==> src/rtl/hub75_fb_arbiter_pkg.sv <==
// Shared encodings for the hub75 frame-buffer SPRAM arbiter: owner codes and FSM states.
package hub75_fb_arbiter_pkg;

    localparam logic [1:0] OWN_NONE = 2'd0;
    localparam logic [1:0] OWN_RD   = 2'd1;
    localparam logic [1:0] OWN_WR   = 2'd2;

    typedef enum logic [1:0] {
        ST_IDLE   = 2'd0,
        ST_RD_OWN = 2'd1,
        ST_WR_OWN = 2'd2,
        ST_TURN   = 2'd3
    } arb_state_t;

endpackage

==> src/rtl/hub75_fb_arbiter.sv <==
// Two-client req/gnt/rel arbiter for the single-port frame-buffer SPRAM.
// Read-out wins ties; a defer counter caps how many reads may overtake a pending write.
module hub75_fb_arbiter
    import hub75_fb_arbiter_pkg::*;
#(
    parameter int FB_AW        = 13,
    parameter int FB_DW        = 16,
    parameter int WR_MAX_DEFER = 4
) (
    input  logic             clk,
    input  logic             rst,
    input  logic             i_rd_req,
    output logic             o_rd_gnt,
    input  logic             i_rd_rel,
    input  logic [FB_AW-1:0] i_rd_addr,
    output logic [FB_DW-1:0] o_rd_data,
    input  logic             i_wr_req,
    output logic             o_wr_gnt,
    input  logic             i_wr_rel,
    input  logic [FB_AW-1:0] i_wr_addr,
    input  logic [FB_DW-1:0] i_wr_data,
    input  logic             i_wr_wren,
    output logic [FB_AW-1:0] o_mem_addr,
    output logic [FB_DW-1:0] o_mem_wdata,
    output logic             o_mem_wren,
    input  logic [FB_DW-1:0] i_mem_rdata,
    output logic             o_busy,
    output logic             o_err
);

    localparam int              DCW       = $clog2(WR_MAX_DEFER + 1);
    localparam logic [DCW-1:0]  DEFER_MAX = DCW'(WR_MAX_DEFER);

    arb_state_t     r_state;
    arb_state_t     w_state_nxt;
    logic [1:0]     r_owner;
    logic [DCW-1:0] r_defer_cnt;
    logic           r_rd_gnt;
    logic           r_wr_gnt;
    logic           r_err;
    logic           w_rd_grant;
    logic           w_wr_grant;
    logic           w_rel_err;

    always_ff @(posedge clk or posedge rst) begin
        if (rst) r_state <= ST_IDLE;
        else     r_state <= w_state_nxt;
    end

    always_comb begin
        w_state_nxt = r_state;
        w_rd_grant  = 1'b0;
        w_wr_grant  = 1'b0;
        // Owner is NONE in IDLE, so any rel there counts as a non-owner rel.
        w_rel_err   = (i_rd_rel && (r_owner != OWN_RD)) ||
                      (i_wr_rel && (r_owner != OWN_WR));
        case (r_state)
            ST_IDLE: begin
                if (i_wr_req && (r_defer_cnt == DEFER_MAX)) begin
                    w_wr_grant  = 1'b1;
                    w_state_nxt = ST_WR_OWN;
                end else if (i_rd_req) begin
                    w_rd_grant  = 1'b1;
                    w_state_nxt = ST_RD_OWN;
                end else if (i_wr_req) begin
                    w_wr_grant  = 1'b1;
                    w_state_nxt = ST_WR_OWN;
                end
            end
            ST_RD_OWN: if (i_rd_rel) w_state_nxt = ST_TURN;
            ST_WR_OWN: if (i_wr_rel) w_state_nxt = ST_TURN;
            ST_TURN:   w_state_nxt = ST_IDLE;
            default:   w_state_nxt = ST_IDLE;
        endcase
    end

    // Owner persists through TURN so a client's last registered write still lands.
    always_ff @(posedge clk or posedge rst) begin
        if (rst) begin
            r_owner     <= OWN_NONE;
            r_rd_gnt    <= 1'b0;
            r_wr_gnt    <= 1'b0;
            r_defer_cnt <= '0;
            r_err       <= 1'b0;
        end else begin
            r_rd_gnt <= w_rd_grant;
            r_wr_gnt <= w_wr_grant;
            r_err    <= r_err | w_rel_err;
            if (w_rd_grant)              r_owner <= OWN_RD;
            else if (w_wr_grant)         r_owner <= OWN_WR;
            else if (r_state == ST_TURN) r_owner <= OWN_NONE;
            if (w_wr_grant)
                r_defer_cnt <= '0;
            else if (w_rd_grant && i_wr_req && (r_defer_cnt != DEFER_MAX))
                r_defer_cnt <= r_defer_cnt + 1'b1;
        end
    end

    always_comb begin
        o_mem_addr  = '0;
        o_mem_wdata = '0;
        o_mem_wren  = 1'b0;
        case (r_owner)
            OWN_RD: o_mem_addr = i_rd_addr;
            OWN_WR: begin
                o_mem_addr  = i_wr_addr;
                o_mem_wdata = i_wr_data;
                o_mem_wren  = i_wr_wren;
            end
            default: ;
        endcase
    end

    assign o_rd_gnt  = r_rd_gnt;
    assign o_wr_gnt  = r_wr_gnt;
    assign o_rd_data = i_mem_rdata;
    assign o_busy    = (r_state != ST_IDLE);
    assign o_err     = r_err;

endmodule
==> config.mk <==
export PLATFORM = sky130hd
export DESIGN_NAME = hub75_fb_arbiter
export DESIGN_NICKNAME = d
export VERILOG_FILES = /design/src/rtl/hub75_fb_arbiter_pkg.sv /design/src/rtl/hub75_fb_arbiter.sv
export SDC_FILE = /design/constraint.sdc
export NUM_CORES = 1
export LEC_CHECK = 0
export ABC_AREA = 1
export CAP_MARGIN = 20
export CORE_MARGIN = 2
export CORE_UTILIZATION = 31
export CTS_CLUSTER_DIAMETER = 30
export DETAILED_ROUTE_END_ITERATION = 6
export HOLD_SLACK_MARGIN = 0.03
export PLACE_DENSITY = 0.95
export SYNTH_ARGS = -nofsm -noshare
export SYNTH_HDL_FRONTEND = slang
export SYNTH_SLANG_ARGS = --single-unit
==> constraint.sdc <==
create_clock -name clk -period 2 [get_ports clk]
set_input_delay 0.2 -clock clk [delete_from_list [all_inputs] [get_ports clk]]
set_output_delay 0.2 -clock clk [all_outputs]
set_load 0.02 [all_outputs]
-- Word-level counts from Yosys, hierarchy flattened
Cells that the tools add are included.
- add/sub/neg operators: 1
- equality and inequality tests: 12
- multiplexer cells: 21
- bitwise gates (word level): 1
- reductions and logical operators: 11
- operator list (kind ; number):
    one-hot mux 13 bit (2 select lines) ; 1
    2-to-1 mux 16 bit ; 1
    2-to-1 mux 2 bit ; 8
    2-to-1 mux 1 bit ; 8
    one-hot mux 2 bit (4 select lines) ; 1
    equality test 2 bit (second input constant) ; 3
    2-to-1 mux 3 bit ; 2
    inequality test 2 bit (second input constant) ; 3
    logical AND 1 bit ; 5
    equality test 2 x 1 -> 1 bit (second input constant) ; 2
    inequality test 4 bit (second input constant) ; 1
    nonzero test 2 bit ; 2
    adder 3 x 1 -> 3 bit (second input constant) ; 1
    equality test 3 bit (second input constant) ; 1
    inequality test 3 bit (second input constant) ; 1
    AND reduction 3 bit ; 1
    nonzero test 3 bit ; 1
    logical NOT 2 bit ; 1
    inequality test 2 x 1 -> 1 bit (second input constant) ; 1
    logical OR 1 bit ; 1
    bitwise OR 1 bit ; 1
- bits in registers: 10
- word-level logic and storage cells: 52

-- Logic depth before layout (Yosys ltp)
- word-level depth: 8
- depth in mapped cells: 7
- depth with buffers taken out: 7

-- Least setup slack after synthesis
Ideal clock, no wire load.
- kind: register to output
- start: register r_owner[0]
- end: output o_mem_addr[0]
- arrival time: 1.225 ns
- required time: 1.800 ns
- slack: 0.575 ns
- cell stages (with the launch flop): 5
- buffers on the path: 1
- path through: dfrtp_1 -> inv_1 -> ha_1 -> buf_2 -> a21oi_1
- cells in the longest elaborated chain, start to end: 2
- elaborated cells on any way between the ends: 3
- those cells by class: eq/ne: 2; mux: 1
- RTL lines (what ; line ; RTL):
    start: declaration ; hub75_fb_arbiter.sv:36 ; logic [1:0] r_owner;
    start signal: assignment ; hub75_fb_arbiter.sv:80 ; r_owner <= OWN_NONE;
    start signal: assignment ; hub75_fb_arbiter.sv:89 ; if (w_rd_grant) r_owner <= OWN_RD;
    start signal: assignment ; hub75_fb_arbiter.sv:90 ; else if (w_wr_grant) r_owner <= OWN_WR;
    equality test 2 bit or equality test 2 x 1 -> 1 bit (tied branches) ; hub75_fb_arbiter.sv:103 ; case (r_owner)
    one-hot mux 13 bit (2 select lines) * ; hub75_fb_arbiter.sv:103 ;
    end: declaration ; hub75_fb_arbiter.sv:23 ; output logic [FB_AW-1:0] o_mem_addr,
Mark *: on every way between the ends. The rest lies on a longest branch, timed or not.

-- Worst setup path after layout
Ends and elaborated chain as after synthesis.

==> results_dict.tcl <==
set metrics [dict create \
    status "finished clean" \
    cp_data_arrival_time_ns 1.67 \
    grt_pass1_vias 1168 \
    multiInputGateArea_um2 536 \
    finalCritPeriodShare_pct 93.7 \
    synthArstFlopShare_pct 100 \
    grt_overflow 0 \
    root_buffer "clkbuf_4" \
    cts_tree "yes" \
    top_usage_layer "met2" \
    cts_buffer_depth 2 \
    coreArea_um2 3310 \
    grt_use_total_pct 16.1 \
    num_antenna_cells 0 \
    tightest_slew_ns 0.393 \
    num_rows 21 \
    ys.flop_type "dfrtp_1" \
    area_growth_pct 70.6 \
    grt_start_max_net_pins 31 \
    ys_ff_latch 10 \
    clk_pin_slew_ns 0.07 \
    postCtsSetupRepairBufs 0 \
    cp-end-kind "primary output" \
    report.final.slew_viol_count 0 \
    hp-class "primary input to async pin" \
    fin_tns_setup_ns 0 \
    num_vias 1212 \
    max_freq_ghz 0.534 \
    top_level_ports 115 \
    use_met3_pct 3.78 \
    rr_startpoint "r_state[0]" \
    cp-start-kind "flip-flop" \
    cellLeakagePower_nw 1.05 \
    numPortBuffers 82 \
    rrSetupSlack_ns 0.67 \
    synthCells 169 \
    numCtsBuffers 3 \
    ant_nets 0 \
    finalHoldViolations 0 \
    r2r_cells 5 \
    power_density_nw_per_um2 1040 \
    whs_ns 0.196 \
    clkLatencyLatePin_ns 0.28 \
    avgSynthCellArea_um2 6.29 \
    grt_use_met1_pct 16.9 \
    cp_slowest_cell "dfrtp_1" \
    hold_buffers 0 \
    rr_endpoint "r_state[1]" \
    critical_path_required_ns 1.80 \
    finalWirelength_um 3180 \
    ys_seq_area_share_pct 23.5 \
    ys_top_cells_by_count "nand2_1 (60), inv_1 (32), buf_4 (17), a21oi_1 (13), dfrtp_1 (10)" \
    cp_cell_sequence "inv_1, ha_2, buf_12, nand2_1, a21oi_1, dlygate4sd2_1" \
    fin_nets 311 \
    drt_iter0_drc 59 \
    netlist_area_um2 1060 \
    dieArea_um2 3920 \
    grt_pass1_wl_um 5070 \
    synth_warnings 0 \
    cts.sinks 10 \
    synth_edf_count 0 \
    max_stage_delay_ns 0.40 \
    viasPerCell 4.31 \
    yosys.area.top_type_share_pct 23.5 \
    yosysUniqueCellTypes 20 \
    die_w_um 62.6 \
    synth_area_leaders "dfrtp_1 (24%), nand2_1 (21%), buf_4 (12%), inv_1 (11%), ha_1 (11%)" \
    grt_antenna_before_repair 0 \
    nFillCells 327 \
    drt-wirelength-per-cell_um 11.3 \
    finalSetupViolCount 0 \
    min_period_ns 1.87 \
    gp_congestion 0.830 \
    clock_skew_ns 0.00532 \
    relSlewSlack_pct 73.8 \
    maxCapViolCount 0 \
    yosysMostFrequentCell "nand2_1" \
    use_met2_pct 29.4 \
    layout-drive-gt1-share_pct 5.96 \
    initial_core_util_pct 32.1 \
    worst_ir_drop_vdd_mv 0.360 \
    post-route-drc-count 0 \
    dpl.hpwl_um 2640 \
    synth_area_leader_cell "dfrtp_1" \
    register_area_um2 250 \
    rsz0062_at_grt "no" \
    synth_nets 243 \
    criticalPathCategory "flip-flop to primary output" \
    dieHeight_um 62.6 \
    htreeDepth 1 \
    worstPathMaxFanout 30 \
    drt_pass1_iterations 4 \
]
-- cell type report --
type,count,area share [%]
Clock buffer,3,1.24
Tap cell,46,3.17
Sequential cell,10,13.8
Multi-Input combinational cell,105,29.5
Inverter,33,6.97
Timing Repair Buffer,84,45.3
-- routing by layer --
metal  wire length (µm)  vias to the layer above  share of wire (%)
met5                  0                        -                  0
met4                 85                        0                2.7
met3                216                       13                6.8
met2               1670                       50                 53
met1               1210                      531                 38
li1                   -                      618                  -
-- per-stage QoR --
step / setup slack (ns) / cell area, µm² / total power, W / instances / utilization (%)
6_report: 0.126 / 1810 / 0.00189 / 281 / 54.8
5_1_grt: 0.0128 / 1810 / 0.00206 / 281 / 54.8
4_1_cts: 0.0369 / 1820 / 0.00191 / 281 / 54.8
3_5_place_dp: 0.0897 / 1830 / 0.00186 / 278 / 55.2
3_3_place_gp: 0.124 / 1830 / 0.00181 / 278 / 55.2
2_1_floorplan: 0.575 / 1060 / 0.00128 / 169 / -
-- placed cells by master, fill, tap and decap left out, types with 2 or more instances in the layout --
cell / n
buf_12: 2
o21ai_1: 3
inv_1: 32
ha_1: 8
dlygate4sd2_1: 29
nand2_1: 60
clkbuf_4: 3
nor2_1: 4
a21oi_1: 13
clkdlybuf4s50_1: 51
nand3_1: 8
dfrtp_1: 10
-- registers in the layout (all words and copies together), names as in the netlist --
register     cells
o_err            1
o_rd_gnt         1
o_wr_gnt         1
r_defer_cnt      3
r_owner          2
r_state          2
-- worst max path at each step --
| stage | startpoint | end | slack, ns |
|---|---|---|---|
| floorplan | r_owner[0] | o_mem_addr[0] | 0.57 |
| global placement | r_owner[0] | o_mem_addr[8] | 0.12 |
| detailed placement | r_owner[0] | o_mem_addr[0] | 0.09 |
| CTS | r_state[0] | o_busy | 0.04 |
| global route | r_owner[0] | o_mem_addr[1] | 0.01 |
| finish | r_owner[0] | o_mem_addr[0] | 0.13 |
-- worst max-delay path: cells and delay by family (launching register included) --
kind	cells	cell delay (ns)
buffers and inverters	3	0.60
flip-flops	1	0.40
adder cells (fa/ha/maj)	1	0.21
AO/OA/AOI/OAI	1	0.12
AND/OR/NAND/NOR	1	0.07
-- cell families after synthesis --
family,after synthesis,share of synthesized area (%)
AOI/OAI and AO/OA,19,9.65
buffers and inverters,54,26.4
adders and majority gates,9,10.6
DFF,10,23.5
and+or+nand+nor,77,29.9
-- what timing repair did --
action	CTS	global route
gates cloned	0	0
gates resized for setup	31	3
setup endpoints to repair	30	2
endpoints found under the hold margin	0	0
-- power breakdown --
part,internal (W),switching (W),leakage [nW],total [W]
Clock,0.0000699,0.0000781,0.0138,0.000148
Sequential,0.000280,0.0000554,0.123,0.000335
Combinational,0.000585,0.000820,0.918,0.00141
(Power assumes the default switching activity.)
